### config.mk
export PLATFORM = sky130hd
export DESIGN_NAME = exmem_stage
export DESIGN_NICKNAME = d
export VERILOG_FILES = /design/src/rtl/exmem_stage.sv
export SDC_FILE = /design/constraint.sdc
export NUM_CORES = 1
export LEC_CHECK = 0
export CAP_MARGIN = 20
export CELL_PAD_IN_SITES_DETAIL_PLACEMENT = 1
export CELL_PAD_IN_SITES_GLOBAL_PLACEMENT = 1
export CORE_ASPECT_RATIO = 0.6
export CORE_MARGIN = 1
export CORE_UTILIZATION = 33
export CTS_CLUSTER_DIAMETER = 30
export CTS_CLUSTER_SIZE = 30
export DETAILED_ROUTE_END_ITERATION = 16
export PLACE_DENSITY = 0.95
export SYNTH_ARGS = -nofsm -noshare
export SYNTH_HDL_FRONTEND = slang
export SYNTH_SLANG_ARGS = --single-unit
### constraint.sdc
create_clock -name clk -period 4 [get_ports clk]
set_clock_uncertainty 0.05 [all_clocks]
set_input_delay 0.8 -clock clk [delete_from_list [all_inputs] [get_ports clk]]
set_output_delay 0.8 -clock clk [all_outputs]
set_load 0.05 [all_outputs]
### src/rtl/exmem_stage.sv
// EX/MEM pipeline stage: buffers ALU beats and owns the committed status register.
// Define EXMEM_SKID_EN for a two-entry skid buffer with registered in_ready.
module exmem_stage #(
   parameter int DATA_WIDTH   = 32,
   parameter int STATUS_WIDTH = 4
) (
   input  logic                    clk,
   input  logic                    rst_n,
   input  logic                    in_valid,
   output logic                    in_ready,
   input  logic [DATA_WIDTH-1:0]   in_result,
   input  logic [STATUS_WIDTH-1:0] in_status,
   input  logic                    in_set_flags,
   input  logic [4:0]              in_rd,
   input  logic                    in_regwrite,
   input  logic                    flush,
   output logic                    out_valid,
   input  logic                    out_ready,
   output logic [DATA_WIDTH-1:0]   out_result,
   output logic [4:0]              out_rd,
   output logic                    out_regwrite,
   output logic [STATUS_WIDTH-1:0] status_q
);

   typedef struct packed {
      logic [DATA_WIDTH-1:0] result;
      logic [4:0]            rd;
      logic                  regwrite;
   } entry_t;

   entry_t                  e0_q, e0_d, in_e;
   logic [1:0]              cnt_q, cnt_d;
   logic [STATUS_WIDTH-1:0] status_d;
   logic                    push, pop;

   assign in_e      = '{result: in_result, rd: in_rd, regwrite: in_regwrite};
   assign push      = in_valid && in_ready;
   assign pop       = out_valid && out_ready;
   assign out_valid = (cnt_q != 2'd0);

   assign out_result   = e0_q.result;
   assign out_rd       = e0_q.rd;
   assign out_regwrite = e0_q.regwrite;

`ifdef EXMEM_SKID_EN
   entry_t e1_q, e1_d;
   logic   rdy_q, rdy_d;

   // Gate with rst_n so the stage never looks ready while held in reset.
   assign in_ready = rst_n && rdy_q;

   always_comb begin
      e0_d     = e0_q;
      e1_d     = e1_q;
      cnt_d    = cnt_q;
      status_d = status_q;
      if (pop) begin
         e0_d  = e1_q;
         cnt_d = cnt_q - 2'd1;
      end
      if (push) begin
         if (cnt_d == 2'd0) e0_d = in_e;
         else               e1_d = in_e;
         cnt_d = cnt_d + 2'd1;
         if (in_set_flags && !flush) status_d = in_status;
      end
      if (flush) cnt_d = 2'd0;
      rdy_d = (cnt_d != 2'd2);
   end

   always_ff @(posedge clk or negedge rst_n) begin
      if (!rst_n) begin
         e1_q  <= '0;
         rdy_q <= 1'b1;
      end else begin
         e1_q  <= e1_d;
         rdy_q <= rdy_d;
      end
   end
`else
   assign in_ready = rst_n && (!out_valid || out_ready);

   always_comb begin
      e0_d     = e0_q;
      cnt_d    = cnt_q;
      status_d = status_q;
      if (pop) cnt_d = cnt_q - 2'd1;
      if (push) begin
         e0_d  = in_e;
         cnt_d = cnt_d + 2'd1;
         if (in_set_flags && !flush) status_d = in_status;
      end
      if (flush) cnt_d = 2'd0;
   end
`endif

   always_ff @(posedge clk or negedge rst_n) begin
      if (!rst_n) begin
         e0_q     <= '0;
         cnt_q    <= 2'd0;
         status_q <= '0;
      end else begin
         e0_q     <= e0_d;
         cnt_q    <= cnt_d;
         status_q <= status_d;
      end
   end

endmodule

# After elaboration in Yosys (flattened, before gate mapping)
# Index checks and enable logic that the tools add are counted.
[classes]
n_addsub = 2
mul = 0
div_mod_pow = 0
order_cmp = 0
eq_ne = 0
n_shift = 0
muxes = 3
bitwise_logic = 0
reduce_logical = 9
[op_table]
columns = ["cell", "count"]
rows = [
  ["$mux 2", 3],
  ["$logic_and 1x1->1", 4],
  ["$add 2x1->2 const B", 1],
  ["$logic_not 1->1", 2],
  ["$reduce_and 2->1", 1],
  ["$reduce_bool 2->1", 1],
  ["$sub 2x1->2 const B", 1],
  ["$logic_or 1x1->1", 1],
]
[word_totals]
reg_bits = 44
latchBits = 0
mem_bits_rw = 0
romBits = 0
word_cells = 19
n_memories = 0

# Longest topological paths before layout
[depth]
depth_word = 7
depth_mapped = 8
ltp_nobuf = 6

# Worst setup path before layout
# Ideal clock, no wire load.
[synth_path]
path_kind = "input to output"
startpoint = "input out_ready"
endpoint = "output in_ready"
arrival_time_ps = 1543
slack_ps = 1607
path_stages = 2
n_path_buf = 0
cell_sequence = "nor2_1 > nor2b_1"
[synth_between]
elab_chain_cells = 2
[synth_lines]
columns = ["item", "line_no", "source"]
rows = [
  ["from (decl)", "18", "input logic out_ready,"],
  ["$logic_or 1x1->1", "81", "assign in_ready = rst_n && (!out_valid || out_ready);"],
  ["$logic_and 1x1->1", "81", ""],
  ["to (decl)", "10", "output logic in_ready,"],
]
# No other way between the ends.

# Worst setup path in the final report
# Same ends and word-level chain as after synthesis.

==> summary.txt <==
Worst setup path
  • Worst EP required: 3.15 ns
  • R2R setup slack: 1.62 ns
  • Startpoint types: input pin
  • CP Capture Type: primary output
  • CP delay by family, top: buffers and inverters
  • Critical path class: in -> out
  • FF-to-FF path depth: 6
  • CP max stage delay: between 0.8 and 0.9 ns
  • Critical path cell sequence: clkdlybuf4s50_1, nor2_1, nor2b_1, clkdlybuf4s50_1
  • FF-to-FF End: out_result[16]
  • Slowest-stage cell, CP: clkdlybuf4s50_1
  • CP Data Arrival Time: roughly 2.3 ns
  • Critical Path Fanout Max: 3
  • Crit path buf inv count: 2
  • Most used cell, CP: clkdlybuf4s50_1
  • Worst R2R Start: cnt_q[0]

Route
  • Routed len/inst: about 17 um
  • DR DRC count: 0
  • Via density: roughly 4.6
  • Total wire length: 4560 um
  • First-pass DRT Iterations: 4
  • Routed vias: around 1,300
  • Post-detailed-route count of antenna-violating nets: 0
  • 1st-iter DRT viols: 28

Synthesis
  • Synth Register Bits: between 40 and 50
  • Fraction of registers with async set/reset: 100%
  • Most frequent cell after synthesis: dfrtp_1
  • Commonest cells in the netlist: dfrtp_1, mux2_2, mux2_4
  • Register area share after synthesis: 61.1%
  • Post-synth top area cell: dfrtp_1
  • Synth top area share: just over 60%
  • Most used DFF post-synth: dfrtp_1
  • Post-Synthesis Cell Area: 1800 um2
  • Synth Instances: approximately 110
  • Syn Nets: approximately 160
  • Yosys warns: 0
  • Post-synth cell types: 22
  • Synth Area per Inst: roughly 16 um2
  • Largest cells by area after synthesis: dfrtp_1, mux2_2, mux2_4, nor3b_4, xnor2_1
  • Post-synth EDFFs: 0

Hold path
  • Worst hold path type: reg -> reg
  • Min-delay src: out_result[10]
  • Worst Hold Endpoint: out_result[10]
  • WHS Path Cells: 1

GRT
  • First-pass GRT wire length: between 7000 and 8000 um
  • Tot GR Track Use: approximately 17%
  • Grt ovf: 0
  • Largest net degree at the start of global routing: 45
  • Initial antenna violation count: 0
  • Number of global-route vias before repair: ~1,400

Clocking
  • Clock Tree Buf Depth: 2
  • Post-cts sizing count: 0
  • Worst-Skew Late Latency: about 0.28 ns
  • Clk root buf: clkbuf_8
  • TritonCTS clock tree: done
  • # hold bufs at CTS: 0
  • Postcts setup bufs: 0
  • H-tree levels: 2
  • CTS sink count: between 40 and 50
  • Total CTS buffers: 5
  • Clk slew on worst S/H paths: 0.08 ns

Final layout
  • Final Non-Filler Cells: approximately 280
  • Layout cell share with drive strength beyond 1: about 25%
  • # diodes: 0
  • Multi-input gate area: approximately 650 um2
  • Area grow syn2layout: 57.7%
  • Filler instances: around 530
  • Register Area: around 1100 um2
  • Fin area: approximately 2800 um2
  • Fin nets: around 260

Floorplan
  • Ports: 92
  • Die Area: roughly 5800 um2
  • Die span in y: 59.3 um
  • Core footprint: ~5200 um2
  • Die Wd: 97.4 um
  • Initial Util: between 30% and 40%
  • Row cnt: 20

Place
  • DP Wirelength: 3510 um
  • Placed Area: approximately 2800 um2
  • # placed instances: 268
  • RD Place Congestion: 0.723
  • PortBufs: a little over 90

STA
  • Final period util: about four fifths
  • Max Freq: 0.316 GHz
  • Minimum clock period: about 3.2 ns
  • Fin. Hold Viols: 0
  • # setup viols final: 0
  • Worst Tran Pin Value: about 0.56 ns
  • Sum Neg Setup Slack: 0 ns
  • Slew margin rel.: a little over three fifths
  • Fin. max-slew vios: 0
  • Unrepaired setup endpoints after global routing: false
  • Hold WS: 0.456 ns

Outcome
  • Status: completed

Power and ir drop
  • Power Density: ~800 nW/um2
  • Leak: 1.21 nW
  • Max VDD drop: approximately 260 uV

Job
  • Max Cap Viol: 0
## how the worst max path moves through the flow
stage,start,to,depth (start not counted)
final,out_ready,in_ready,4
after global routing,out_ready,in_ready,4
after CTS,out_ready,in_ready,4
after detailed placement,out_ready,in_ready,4
after global placement,out_ready,in_ready,4
after floorplan,out_ready,in_ready,2
## cell families (layout without fill, tap and decap cells)
family | Yosys count | after routing | share of synthesized area [%]
adders and majority gates | 1 | 1 | 0.694
muxes | 42 | 42 | 28.3
buffers and inverters | 9 | 104 | 3.12
DFF | 44 | 44 | 61.1
xor gates and xnor gates | 2 | 2 | 0.972
and+or+nand+nor | 10 | 10 | 3.75
AOI/OAI and AO/OA | 6 | 6 | 2.08
## placed cells by master (no fill, tap or decap), drive strengths merged
cell type / count
a22oi: 1
dfrtp: 44
nand2: 1
nor2b: 2
clkdlybuf4s50: 90
o221ai: 1
clkbuf: 6
nor2: 2
inv: 4
o21ai: 2
nor3b: 1
buf: 3
nor3: 1
a21oi: 1
ha: 1
clkinv: 1
nand2b: 1
mux2: 42
or2b: 1
xnor2: 2
or2: 1
o22ai: 1
## per-stage QoR
step / util, % / total power [mW] / worst slack (ns)
4_1_cts: 55.1 / 2.25 / 0.840
3_3_place_gp: 53.6 / 1.94 / 0.873
3_5_place_dp: 53.6 / 1.98 / 0.837
5_1_grt: 55.1 / 2.33 / 0.783
6_report: 55.1 / 2.22 / 0.835
2_1_floorplan: - / 1.53 / 1.61
## layer usage
metal,global-route usage (%),up-vias,part of all wire [%]
met2,29.5,49,47
li1,-,581,-
met5,0,-,0
met4,4.41,0,0.81
met1,21.7,624,46
met3,5.66,4,6.0
## state kept, by name, summed over array words and instances, names as in the netlist
name,flops
out_regwrite,1
status_q,4
cnt_q,2
out_result,32
out_rd,5
## power by group
part / total [mW] / switching [mW] / leakage, nW / internal (mW)
Combinational: 1.28 / 0.785 / 0.648 / 0.492
Clock: 0.255 / 0.136 / 0.0410 / 0.119
Sequential: 0.690 / 0.0865 / 0.517 / 0.603
Total: 2.22 / 1.01 / 1.21 / 1.21
## cell type report
class,count,area share (%)
tap,66,2.90
multi-input combinational,61,22.7
clock inverter,1,0.176
timing repair buffer,93,32.4
clock buffer,6,2.55
sequential,44,38.7
inverter,4,0.528
Note: power is estimated with default switching activity, not from simulation.
